<file path="src/rtl/mips_pkg.sv">
// mips_pkg: mnemonic enum, MIPS opcode/funct encodings and loader FSM states.
// Shared by the instruction encoder, the loader top level and its bench.
package mips_pkg;

   typedef enum logic [4:0] {
      NEM_ZERO  = 5'd0,
      NEM_ADD   = 5'd1,
      NEM_AND   = 5'd2,
      NEM_OR    = 5'd3,
      NEM_SLT   = 5'd4,
      NEM_SUB   = 5'd5,
      NEM_XOR   = 5'd6,
      NEM_ADDI  = 5'd7,
      NEM_ADDIU = 5'd8,
      NEM_BEQ   = 5'd9,
      NEM_LW    = 5'd10,
      NEM_SW    = 5'd11,
      NEM_ABS   = 5'd12,
      NEM_JUMP  = 5'd13,
      NEM_BNE   = 5'd14,
      NEM_NOR   = 5'd15
   } t_instr_pnmen;

   localparam logic [5:0] ZERO  = 6'h00;
   localparam logic [5:0] JUMP  = 6'h02;
   localparam logic [5:0] BEQ   = 6'h04;
   localparam logic [5:0] ADDI  = 6'h08;
   localparam logic [5:0] ADDIU = 6'h09;
   localparam logic [5:0] ABS   = 6'h1c;
   localparam logic [5:0] LW    = 6'h23;
   localparam logic [5:0] SW    = 6'h2b;

   localparam logic [5:0] F_ADD = 6'h20;
   localparam logic [5:0] F_SUB = 6'h22;
   localparam logic [5:0] F_AND = 6'h24;
   localparam logic [5:0] F_OR  = 6'h25;
   localparam logic [5:0] F_XOR = 6'h26;
   localparam logic [5:0] F_SLT = 6'h2a;

   typedef enum logic [1:0] {
      LD_IDLE,
      LD_LOAD,
      LD_DONE
   } t_loader_state;

   function automatic logic [31:0] r_type(
      input logic [4:0] rs,
      input logic [4:0] rt,
      input logic [4:0] rd,
      input logic [5:0] funct
   );
      return {ZERO, rs, rt, rd, 5'b0, funct};
   endfunction

endpackage

</file>
<file path="src/rtl/mips_instr_loader_encoder.sv">
// instr_encoder: combinational mnemonic-to-MIPS-word encoder.
// Mnemonics without an encoding raise illegal and yield a zero word.
module instr_encoder
   import mips_pkg::*;
(
   input  t_instr_pnmen pnem,
   input  logic [4:0]   rs,
   input  logic [4:0]   rt,
   input  logic [4:0]   rd,
   input  logic [15:0]  imm,
   input  logic [25:0]  target,
   output logic [31:0]  word,
   output logic         illegal
);

   always_comb begin
      word    = 32'h0;
      illegal = 1'b0;
      case (pnem)
         NEM_ADD:   word = r_type(rs, rt, rd, F_ADD);
         NEM_AND:   word = r_type(rs, rt, rd, F_AND);
         NEM_OR:    word = r_type(rs, rt, rd, F_OR);
         NEM_SLT:   word = r_type(rs, rt, rd, F_SLT);
         NEM_SUB:   word = r_type(rs, rt, rd, F_SUB);
         NEM_XOR:   word = r_type(rs, rt, rd, F_XOR);
         NEM_ZERO:  word = 32'h0;
         NEM_ADDI:  word = {ADDI, rs, rt, imm};
         NEM_ADDIU: word = {ADDIU, rs, rt, imm};
         NEM_BEQ:   word = {BEQ, rs, rt, imm};
         NEM_LW:    word = {LW, rs, rt, imm};
         NEM_SW:    word = {SW, rs, rt, imm};
         NEM_ABS:   word = {ABS, rs, rt, 16'h0};
         NEM_JUMP:  word = {JUMP, target};
         default:   illegal = 1'b1;
      endcase
   end

endmodule

</file>
<file path="src/rtl/mips_instr_loader.sv">
// mips_instr_loader: encodes handshaked commands and writes them to imem.
// Optional running XOR checksum of written words under LOADER_CHECKSUM_EN.
module mips_instr_loader
   import mips_pkg::*;
#(
   parameter int IMEM_DEPTH = 64,
   parameter int ADDR_W     = $clog2(IMEM_DEPTH)
) (
   input  logic              clk,
   input  logic              rst,
   input  logic              load_start,
   input  logic              cmd_valid,
   output logic              cmd_ready,
   input  t_instr_pnmen      cmd_pnem,
   input  logic [4:0]        cmd_rs,
   input  logic [4:0]        cmd_rt,
   input  logic [4:0]        cmd_rd,
   input  logic [15:0]       cmd_imm,
   input  logic [25:0]       cmd_target,
   input  logic              cmd_last,
   output logic              imem_we,
   output logic [ADDR_W-1:0] imem_addr,
   output logic [31:0]       imem_wdata,
   output logic              load_done,
   output logic [ADDR_W:0]   words_written,
   output logic              err_illegal,
   output logic              err_overflow,
   output logic [31:0]       checksum
);

   localparam logic [ADDR_W:0] LAST_ADDR = (ADDR_W+1)'(IMEM_DEPTH - 1);
   localparam logic [ADDR_W:0] ONE       = (ADDR_W+1)'(1);

   t_loader_state     state_q, state_d;
   logic [ADDR_W:0]   count_q, count_d;
   logic              we_q, we_d;
   logic [ADDR_W-1:0] addr_q, addr_d;
   logic [31:0]       wdata_q, wdata_d;
   logic              done_q, done_d;
   logic              ill_q, ill_d;
   logic              ovf_q, ovf_d;

   logic [31:0]       enc_word;
   logic              enc_illegal;
   logic              accept;
   logic              clear;

   instr_encoder u_enc (
      .pnem    (cmd_pnem),
      .rs      (cmd_rs),
      .rt      (cmd_rt),
      .rd      (cmd_rd),
      .imm     (cmd_imm),
      .target  (cmd_target),
      .word    (enc_word),
      .illegal (enc_illegal)
   );

   assign cmd_ready = (state_q == LD_LOAD) && !load_start;
   assign accept    = cmd_valid && cmd_ready;
   assign clear     = load_start && (state_q != LD_DONE);

   always_comb begin
      state_d = state_q;
      count_d = count_q;
      we_d    = 1'b0;
      addr_d  = addr_q;
      wdata_d = wdata_q;
      done_d  = 1'b0;
      ill_d   = ill_q;
      ovf_d   = ovf_q;
      unique case (state_q)
         LD_IDLE: begin
            if (load_start) state_d = LD_LOAD;
         end
         LD_LOAD: begin
            if (accept) begin
               if (enc_illegal) begin
                  ill_d = 1'b1;
               end else begin
                  we_d    = 1'b1;
                  addr_d  = count_q[ADDR_W-1:0];
                  wdata_d = enc_word;
                  count_d = count_q + ONE;
                  // memory full with more program to come: stop, no wrap
                  if (!cmd_last && count_q == LAST_ADDR) begin
                     ovf_d   = 1'b1;
                     state_d = LD_DONE;
                  end
               end
               if (cmd_last) state_d = LD_DONE;
            end
         end
         LD_DONE: begin
            done_d  = 1'b1;
            state_d = LD_IDLE;
         end
         default: state_d = LD_IDLE;
      endcase
      if (clear) begin
         count_d = '0;
         ill_d   = 1'b0;
         ovf_d   = 1'b0;
      end
   end

   always_ff @(posedge clk or negedge rst) begin
      if (!rst) begin
         state_q <= LD_IDLE;
         count_q <= '0;
         we_q    <= 1'b0;
         addr_q  <= '0;
         wdata_q <= 32'h0;
         done_q  <= 1'b0;
         ill_q   <= 1'b0;
         ovf_q   <= 1'b0;
      end else begin
         state_q <= state_d;
         count_q <= count_d;
         we_q    <= we_d;
         addr_q  <= addr_d;
         wdata_q <= wdata_d;
         done_q  <= done_d;
         ill_q   <= ill_d;
         ovf_q   <= ovf_d;
      end
   end

   assign imem_we       = we_q;
   assign imem_addr     = addr_q;
   assign imem_wdata    = wdata_q;
   assign load_done     = done_q;
   assign words_written = count_q;
   assign err_illegal   = ill_q;
   assign err_overflow  = ovf_q;

`ifdef LOADER_CHECKSUM_EN
   logic [31:0] checksum_q, checksum_d;

   always_comb begin
      checksum_d = checksum_q;
      if (clear) checksum_d = 32'h0;
      else if (we_d) checksum_d = checksum_q ^ enc_word;
   end

   always_ff @(posedge clk or negedge rst) begin
      if (!rst) checksum_q <= 32'h0;
      else      checksum_q <= checksum_d;
   end

   assign checksum = checksum_q;
`else
   assign checksum = 32'h0;
`endif

endmodule

</file>
<file path="config.mk">
export PLATFORM = sky130hd
export DESIGN_NAME = mips_instr_loader
export DESIGN_NICKNAME = d
export VERILOG_FILES = /design/src/rtl/mips_pkg.sv /design/src/rtl/mips_instr_loader_encoder.sv /design/src/rtl/mips_instr_loader.sv
export SDC_FILE = /design/constraint.sdc
export NUM_CORES = 1
export LEC_CHECK = 0
export ABC_AREA = 1
export CORE_UTILIZATION = 37
export CTS_BUF_LIST = sky130_fd_sc_hd__clkbuf_4
export CTS_CLUSTER_SIZE = 30
export DETAILED_ROUTE_END_ITERATION = 10
export HOLD_SLACK_MARGIN = 0.03
export PLACE_DENSITY_LB_ADDON = 0.3
export SLEW_MARGIN = 10
export SYNTH_ARGS = -nofsm -noshare
export SYNTH_HDL_FRONTEND = slang
export SYNTH_SLANG_ARGS = --single-unit
</file>
<file path="constraint.sdc">
create_clock -name clk -period 1.35 [get_ports clk]
set_input_delay 0.2025 -clock clk [delete_from_list [all_inputs] [get_ports clk]]
set_output_delay 0.2025 -clock clk [all_outputs]
set_load 0.01 [all_outputs]
</file>
==> impl_metrics.csv, run 1 <==
group,metric,value,unit
outcome,violations,"negative setup slack",
die,dieArea,7850,um2
critical_path,cp-end-kind,"flop",
finish,post-route-util,65.5,%
synthesis,syn_inst,372,
grt,grt_pass1_vias,2770,
timing,final.setup_skew,0.0211,ns
clock_tree,htreeDepth,2,
finish,final_cell_count_no_fill,644,
pwr,p_int,3.10,mW
pwr,peakVddDrop,0.707,mV
die,rows,31,
finish,syn2layout_area_growth,71.2,%
critical_path,critPathMaxFanout,2,
synthesis,synth_area,2780,um2
pwr,power_density,1000,nW/um2
die,start_util,38.3,%
routing,vias,2914,
routing,wirelength,8.31,mm
routing,ant_nets,0,
placed_design,placed_cells_incl_taps,610,
routing,drc,0,
clock_tree,cts_tree,"done",
hold_path,hold_class,"input pin to flop",
pwr,switching_share,34.9,%
placed_design,place_congestion,0.788,
timing,period_needed,1.40,ns
placed_design,hpwl,5.50,mm
die,core_area,7250,um2
placed_design,post-place-ws,-0.542,ns
synthesis,yosysWarningCount,0,
clock_tree,cts.sinks,51,
timing,timing.final.crit_share,104,%
die,io_pins,149,
pwr,p_total,4.76,mW
pwr,p_switching,1.66,mW
synthesis,ys_ff_latch,51,
timing,drv_slew,0,
timing,clock.fmax,714,MHz
timing,hold_violations,0,
finish,antenna_cells,0,
timing,final-setup-viol-count,8,
grt,use_met2,37.3,%
die,die_h,88.6,um
grt,grt_pass1_wl,12.5,mm
grt,gr-max-usage-layer,"met2",
critical_path,worstSetupPathType,"flop to flop",
grt,use_met1,25.0,%
placed_design,numPortBuffers,116,
outcome,outcome,"finished with violations",
pwr,power.share.clock,14.9,%
grt,grt_max_degree,52,
synthesis,syn_area_per_cell,7.46,um2
flow_run,max_cap_viol_count,0,
grt,globalRouteOverflowTotal,0,
clock_tree,clk_pin_slew,0.16,ns
critical_path,startpoint_type,"flop",
clock_tree,worstSkewPairLatency,0.38,ns
routing,viasPerCell,4.52,
clock_tree,cts_buffers,5,
finish,final_nets,612,
finish,final_layout_size_suffix_gt1_share,22.9,%
pwr,power_frac_seq,43.8,%
clock_tree,ctsRootBufferMaster,"clkbuf_4",
timing,final.setup.worst_slack,-0.0503,ns
synthesis,synth_cell_types,28,
routing,first_pass_iters,4,
pwr,p_leak,2.55,nW
clock_tree,clock_path_buffers,2,
grt,antenna_found_initial,0,
timing,rsz0062_at_grt,"yes",
grt,grt.met3_usage,4.57,%
routing,dr.first_iter.drc_count,93,
critical_path,critPathRequiredTime,1.62,ns
pwr,pwr-share-comb,41.3,%
routing,wl_per_cell,12.9,um
die,die_w,88.6,um
grt,grtUsageTotal,20.9,%
critical_path,arrival,1.67,ns
synthesis,seq_area_frac_synth,46.0,%
per-layer routing:
metal	share of wire, %	vias up
met4	1.4	0
met5	0	-
met2	51	97
met3	5.7	12
met1	42	1351
li1	-	1454
Yosys cell counts (all sizes together):
cell type / instances / area (um2)
nand3: 24 / 120
o21ai: 16 / 80.1
buf: 40 / 294
ha: 1 / 12.5
nor2: 25 / 104
nand2: 164 / 618
nand3b: 1 / 7.51
clkbuf: 3 / 11.3
a22oi: 6 / 45.0
a31oi: 1 / 6.26
clkinv: 1 / 5.00
nor3: 3 / 20.0
dfrtp: 51 / 1280
o31ai: 1 / 7.51
conb: 1 / 3.75
nand4: 5 / 37.5
xor2: 2 / 17.5
inv: 20 / 75.1
a21oi: 7 / 35.0
state kept, by name (all words and copies together), names as in the netlist:
signal / count
imem_wdata: 32
words_written: 7
imem_addr: 6
state_q: 2
err_illegal: 1
err_overflow: 1
imem_we: 1
load_done: 1
cell usage in the layout, fill, tap and decap left out, types with 5 or more instances in the layout:
cell,instances
nor2_4,5
clkdlybuf4s50_1,61
clkbuf_4,5
nand2_4,8
o21ai_1,7
buf_12,5
conb_1,32
nand3_1,20
a22oi_1,6
nor2_1,18
nand2_2,18
o21ai_0,7
nand2_1,138
inv_1,17
buf_6,8
buf_4,42
dlygate4sd2_1,47
dfrtp_1,51
worst paths after layout:
check | startpoint | endpoint | slack [ns] | cells after the start
setup / recovery | words_written[1] | state_q[0] | -0.05 | 9
hold / removal | cmd_pnem[1] | imem_wdata[27] | 0.30 | 3
setup reg to reg | words_written[1] | state_q[0] | -0.05 | 9
hold reg to reg | imem_wdata[3] | imem_wdata[3] | 0.49 | 2
max in group asynchronous | rst | imem_wdata[26] | 0.78 | 3
min in group asynchronous | rst | load_done | 0.31 | 3
stage by stage:
step | area [um2] | TNS, ns | hold WS, ns
after floorplan | 2890 | 0 | -0.0931
after detailed placement | 4180 | -20.63 | 0.214
final | 4750 | -0.198 | 0.302
after global routing | 4750 | -2.13 | 0.315
after global placement | 4180 | -18.51 | 0.214
after CTS | 4540 | -2.50 | 0.313
critical path, cell delays in order (launching register included):
cell     delay [ns]
dfrtp_1        0.42
buf_4          0.13
ha_4           0.13
nand3_2        0.09
nor2_2         0.15
nand2_2        0.09
nor2_4         0.10
nand2_2        0.06
nand3_1        0.06
nand2_1        0.05
area by class of cell:
class,count,area (um2)
inverter,21,86.3
timing repair buffer,177,1740
sequential,51,1280
multi-input combinational,288,1470
tap,99,124
clock buffer,5,37.5
clock inverter,3,20.0
fill,652,2500
logic make-up (layout without fill, tap and decap cells):
kind of cell	Yosys count	after routing	synth area share (%)
adders and majority gates	1	1	0.451
DFF	51	51	46.0
AOI/OAI and AO/OA	31	31	6.26
xor gates and xnor gates	2	2	0.631
other	1	32	0.135
and+or+nand+nor	222	222	32.7
buffers and inverters	64	206	13.9
repair_timing:
item | CTS | global route
endpoints found under the setup margin | 90 | 50
buffers inserted | 15 | 7
hold endpoints to repair | 51 | 0
gates cloned | 4 | 1
gates resized for setup | 95 | 58
pin swaps | 9 | 19
hold buffers | 1 | 0
power by group through the flow:
stage                     logic, mW  clock network [mW]  registers (mW)
after detailed placement       1.85                   0            2.07
final                          1.97               0.709            2.09
after global placement         1.82                   0            2.07
after CTS                      1.87               0.732            2.06
after floorplan               0.595                   0            2.23
after global routing           2.16               0.788            2.13
Note: power is estimated with default switching activity, not from simulation.
==> inputs of run 2 (changes only) <==
--- a/config.mk
+++ b/config.mk
@@ -10,6 +10,7 @@
 export CTS_BUF_LIST = sky130_fd_sc_hd__clkbuf_4
 export CTS_CLUSTER_SIZE = 30
 export DETAILED_ROUTE_END_ITERATION = 10
+export GPL_TIMING_DRIVEN = 0
 export HOLD_SLACK_MARGIN = 0.03
 export PLACE_DENSITY_LB_ADDON = 0.3
 export SLEW_MARGIN = 10
==> impl_metrics.csv, run 2 (synthesized netlist as in run 1, its figures left out) <==
group,metric,value,unit
outcome,outcome,"finished with violations",
outcome,violations,"negative setup slack",
die,dieArea,7850,um2
finish,final_layout_size_suffix_gt1_share,30.6,%
hold_path,hold_class,"input pin to async pin",
timing,tns,-2.60,ns
grt,grt_pass1_wl,13.7,mm
pwr,p_total,5.29,mW
finish,final_common_cell,"nand2_1",
critical_path,worstSetupPathType,"flop to flop",
timing,rsz0062_at_grt,"yes",
die,core_area,7250,um2
finish,largest_register_ffs,32,
clock_tree,cts_buffers,5,
die,io_pins,149,
timing,drv_slew,0,
die,rows,31,
die,die_h,88.6,um
finish,most-common-layout-cells,"nand2_1, clkdlybuf4s50_1, buf_4",
critical_path,startpoint_type,"flop",
placed_design,placed_area,4190,um2
timing,period_needed,1.45,ns
routing,viasPerCell,4.55,
flow_run,max_cap_viol_count,0,
timing,final-setup-viol-count,44,
pwr,power_density,1030,nW/um2
grt,antenna_found_initial,0,
routing,dr.first_iter.drc_count,107,
clock_tree,ctsRootBufferMaster,"clkbuf_4",
critical_path,arrival,1.74,ns
routing,drc,0,
timing,hold_violations,0,
placed_design,place_congestion,0.853,
clock_tree,htreeDepth,2,
pwr,p_leak,2.73,nW
finish,fin_area,5140,um2
placed_design,hpwl,5.91,mm
critical_path,critPathRequiredTime,1.64,ns
clock_tree,worstSkewPairLatency,0.38,ns
timing,timing.final.crit_share,107,%
critical_path,cp-end-kind,"flop",
finish,syn2layout_area_growth,85.1,%
clock_tree,clock_path_buffers,2,
finish,post-route-util,70.9,%
timing,clock.fmax,691,MHz
critical_path,reg2reg_slack,-0.1,ns
clock_tree,cts_tree,"done",
finish,final_nets,632,
grt,grtUsageTotal,23.0,%
clock_tree,clk_pin_slew,0.16,ns
routing,wl_per_cell,13.8,um
finish,antenna_cells,0,
critical_path,critPathMaxFanout,6,
grt,grt_max_degree,34,
routing,ant_nets,0,
grt,grt_pass1_vias,2816,
die,start_util,38.3,%
timing,final.setup.worst_slack,-0.0970,ns
timing,final.setup_skew,0.0117,ns
die,die_w,88.6,um
clock_tree,cts.sinks,51,
routing,first_pass_iters,4,
routing,wirelength,9.14,mm
grt,globalRouteOverflowTotal,0,
pwr,peakVddDrop,0.703,mV
placed_design,numPortBuffers,116,
routing,vias,3020,
placed_design,post-place-ws,-0.560,ns
[run 2: where the power goes]
| part | internal, mW | switching (mW) | leakage, nW |
|---|---|---|---|
| sequential | 1.87 | 0.235 | 0.680 |
| combinational | 1.11 | 0.996 | 2.00 |
| clock | 0.576 | 0.511 | 0.0514 |
| total | 3.55 | 1.74 | 2.73 |
[run 2: metal layers]
metal  vias to the layer above  global-route usage [%]  routed length [um]
li1                       1495                       -                   -
met1                      1390                    28.8                3760
met2                       122                    40.8                4690
met3                        13                    3.92                 522
met4                         0                    6.74                 169
met5                         -                       0                   0
[run 2: cell type report]
| class | instances | area, um2 |
|---|---|---|
| Fill cell | 565 | 2110 |
| Multi-Input combinational cell | 289 | 1600 |
| Timing Repair Buffer | 153 | 1530 |
| Sequential cell | 51 | 1280 |
| Buffer | 43 | 413 |
| Tap cell | 99 | 124 |
| Inverter | 21 | 91.3 |
| Clock inverter | 3 | 67.6 |
| Clock buffer | 5 | 37.5 |
[run 2: metrics by stage]
stage | cells | hold WS, ns
2_1_floorplan | 403 | -0.0931
3_3_place_gp | 618 | 0.460
3_5_place_dp | 619 | 0.181
4_1_cts | 661 | 0.292
5_1_grt | 664 | 0.313
6_report | 664 | 0.288
[run 2: critical path: stages, from the launching register on]
cell     delay [ns]
dfrtp_1        0.43
inv_2          0.08
nand2_4        0.06
nor3_4         0.19
buf_6          0.16
nand2_8        0.08
nor2_4         0.16
nand2_2        0.08
nand3_2        0.06
nand2_1        0.05
[run 2: what timing repair did]
item                                    in CTS  in global routing
hold endpoints to repair                    18                  0
hold buffers                                 1                  0
setup buffers                               26                  2
cloned                                       7                  2
gates resized for setup                    163                 51
endpoints found under the setup margin     100                 54
pin swaps                                   17                 19
[run 2: path summary, 6_finish.rpt]
path                                start          endpoint  cells past startpoint
max                            state_q[1]        state_q[0]                      9
min                                   rst    imem_wdata[30]                      2
max reg2reg                    state_q[1]        state_q[0]                      9
min reg2reg                imem_wdata[25]    imem_wdata[25]                      2
max in group asynchronous             rst  words_written[5]                      3
min in group clk              cmd_pnem[1]    imem_wdata[29]                      4
==> inputs of run 3 (changes only) <==
--- a/config.mk
+++ b/config.mk
@@ -6,6 +6,7 @@
 export NUM_CORES = 1
 export LEC_CHECK = 0
 export ABC_AREA = 1
+export CORE_MARGIN = 2
 export CORE_UTILIZATION = 37
 export CTS_BUF_LIST = sky130_fd_sc_hd__clkbuf_4
 export CTS_CLUSTER_SIZE = 30
@@ -17,3 +18,4 @@
 export SYNTH_ARGS = -nofsm -noshare
 export SYNTH_HDL_FRONTEND = slang
 export SYNTH_SLANG_ARGS = --single-unit
+export TNS_END_PERCENT = 100
==> impl_metrics.csv, run 3 (synthesized netlist as in run 1, its figures left out) <==
group,metric,value,unit
die,start_util,38.3,%
die,core_area,7250,um2
die,rows,31,
timing,drv_slew,0,
critical_path,critPathMaxFanout,3,
finish,antenna_cells,0,
finish,final_nets,635,
grt,grt_pass1_wl,14.7,mm
routing,drc,0,
critical_path,critPathRequiredTime,1.61,ns
routing,ant_nets,0,
critical_path,r2r_end,"state_q[0]",
pwr,power_density,982,nW/um2
routing,dr.first_iter.drc_count,123,
timing,period_needed,1.44,ns
timing,hold_violations,0,
grt,grt_pass1_vias,3072,
timing,final.setup_skew,0.0168,ns
grt,globalRouteOverflowTotal,0,
critical_path,cp-end-kind,"flop",
clock_tree,htreeDepth,2,
placed_design,numPortBuffers,116,
critical_path,max_stage_delay,0.46,ns
critical_path,path_cells,"ha_2, nand3_4, nor2_4, nand2_2, nor2_4, nand2_2, nand3_2, nand2_2",
pwr,p_leak,2.64,nW
critical_path,arrival,1.71,ns
placed_design,placed_cells_incl_taps,619,
clock_tree,cts.sinks,51,
placed_design,hpwl,5.91,mm
timing,final.setup.worst_slack,-0.0923,ns
flow_run,max_cap_viol_count,0,
outcome,violations,"negative setup slack",
critical_path,cp_slowest_cell,"dfrtp_1",
die,io_pins,149,
finish,fillers,567,
grt,grtUsageTotal,22.0,%
die,die_w,90.6,um
clock_tree,ctsRootBufferMaster,"clkbuf_4",
finish,most-common-layout-cells,"nand2_1, buf_4, clkdlybuf4s50_1",
finish,largest_register_ffs,32,
outcome,outcome,"finished with violations",
timing,relSlewSlack,61.6,%
die,dieArea,8210,um2
clock_tree,clk_pin_slew,0.16,ns
timing,rsz0062_at_grt,"yes",
placed_design,placed_area,4190,um2
pwr,peakVddDrop,0.606,mV
timing,clock.fmax,693,MHz
finish,multiInputGateArea,1610,um2
clock_tree,cts_tree,"done",
finish,syn2layout_area_growth,80.2,%
timing,max_slew.worst_pin.slew,0.577,ns
placed_design,place_congestion,0.852,
timing,final-setup-viol-count,38,
die,die_h,90.6,um
critical_path,r2r-start,"words_written[0]",
grt,grt_max_degree,30,
critical_path,ff2ff_path_depth,8,
routing,viasPerCell,4.58,
finish,final_cell_count_no_fill,667,
routing,wl_per_cell,13.9,um
finish,fin_area,5000,um2
finish,regArea,1280,um2
finish,final_layout_size_suffix_gt1_share,31.5,%
clock_tree,clock_path_buffers,2,
finish,final_common_cell,"nand2_1",
timing,timing.final.crit_share,107,%
clock_tree,worstSkewPairLatency,0.37,ns
critical_path,reg2reg_slack,-0.09,ns
routing,wirelength,9.27,mm
routing,vias,3057,
hold_path,hold_class,"input pin to async pin",
critical_path,startpoint_type,"flop",
grt,antenna_found_initial,0,
critical_path,crit_top_cell,"nand2_2",
critical_path,worstSetupPathType,"flop to flop",
clock_tree,cts_buffers,5,
routing,first_pass_iters,4,
## run 3: cell types whose count changed in the layout (fill, tap and decap cells not counted), moves of 4 or more
cell,delta
dlygate4sd2_1,+4
nand3_2,-4
nand2_2,+6
buf_4,+8
## run 3: how the worst max path moves through the flow
stage	start	endpoint	cells past startpoint
after detailed placement	cmd_pnem[4]	imem_wdata[2]	9
final	words_written[0]	state_q[0]	8
after CTS	state_q[1]	imem_wdata[16]	9
after global placement	rst	imem_wdata[23]	1
after global routing	words_written[0]	state_q[0]	8
after floorplan	state_q[1]	imem_wdata[28]	7
## run 3: what timing repair did
item / CTS / global route
hold endpoints to repair: 22 / 0
buffers inserted: 29 / 7
pin swaps: 26 / 23
hold buffers: 1 / 0
resized for setup: 169 / 52
endpoints found under the setup margin: 100 / 51
cloned: 7 / 0
## run 3: cell type report
cell class | instances | share of cell area, %
sequential | 51 | 25.6
inverter | 21 | 1.73
timing repair buffer | 157 | 29.3
multi-input combinational | 289 | 32.3
buffer | 42 | 7.48
clock inverter | 3 | 0.400
clock buffer | 5 | 0.750
tap | 99 | 2.48
## run 3: worst max-delay path: cells and delay by family (launching register included)
family	cells	cell delay [ns]
and+or+nand+nor	7	0.63
DFF	1	0.46
adders and majority gates	1	0.24
## run 3: report_power, final
group | switching [mW] | internal, mW
clock | 0.496 | 0.200
sequential | 0.234 | 1.86
combinational | 1.02 | 1.10
total | 1.75 | 3.16
## run 3: metrics by stage
stage | power [mW] | setup WS (ns) | util (%) | hold WS [ns] | setup TNS, ns
floorplan | 2.82 | 0.0138 | - | -0.0931 | 0
global placement | 3.85 | -1.45 | 57.6 | 0.459 | -96.49
detailed placement | 3.89 | -0.555 | 57.8 | 0.223 | -23.46
CTS | 4.77 | -0.129 | 67.2 | 0.350 | -4.29
global route | 5.22 | -0.176 | 69.0 | 0.377 | -4.29
finish | 4.91 | -0.0923 | 69.0 | 0.359 | -1.63
## run 3: routing by layer
| metal | GRT usage, % | vias to the layer above | routed length, um |
|---|---|---|---|
| met5 | 0 | - | 0 |
| met4 | 6.41 | 0 | 200 |
| met3 | 4.34 | 19 | 515 |
| met2 | 39.2 | 120 | 4840 |
| met1 | 26.7 | 1414 | 3710 |
| li1 | - | 1504 | - |
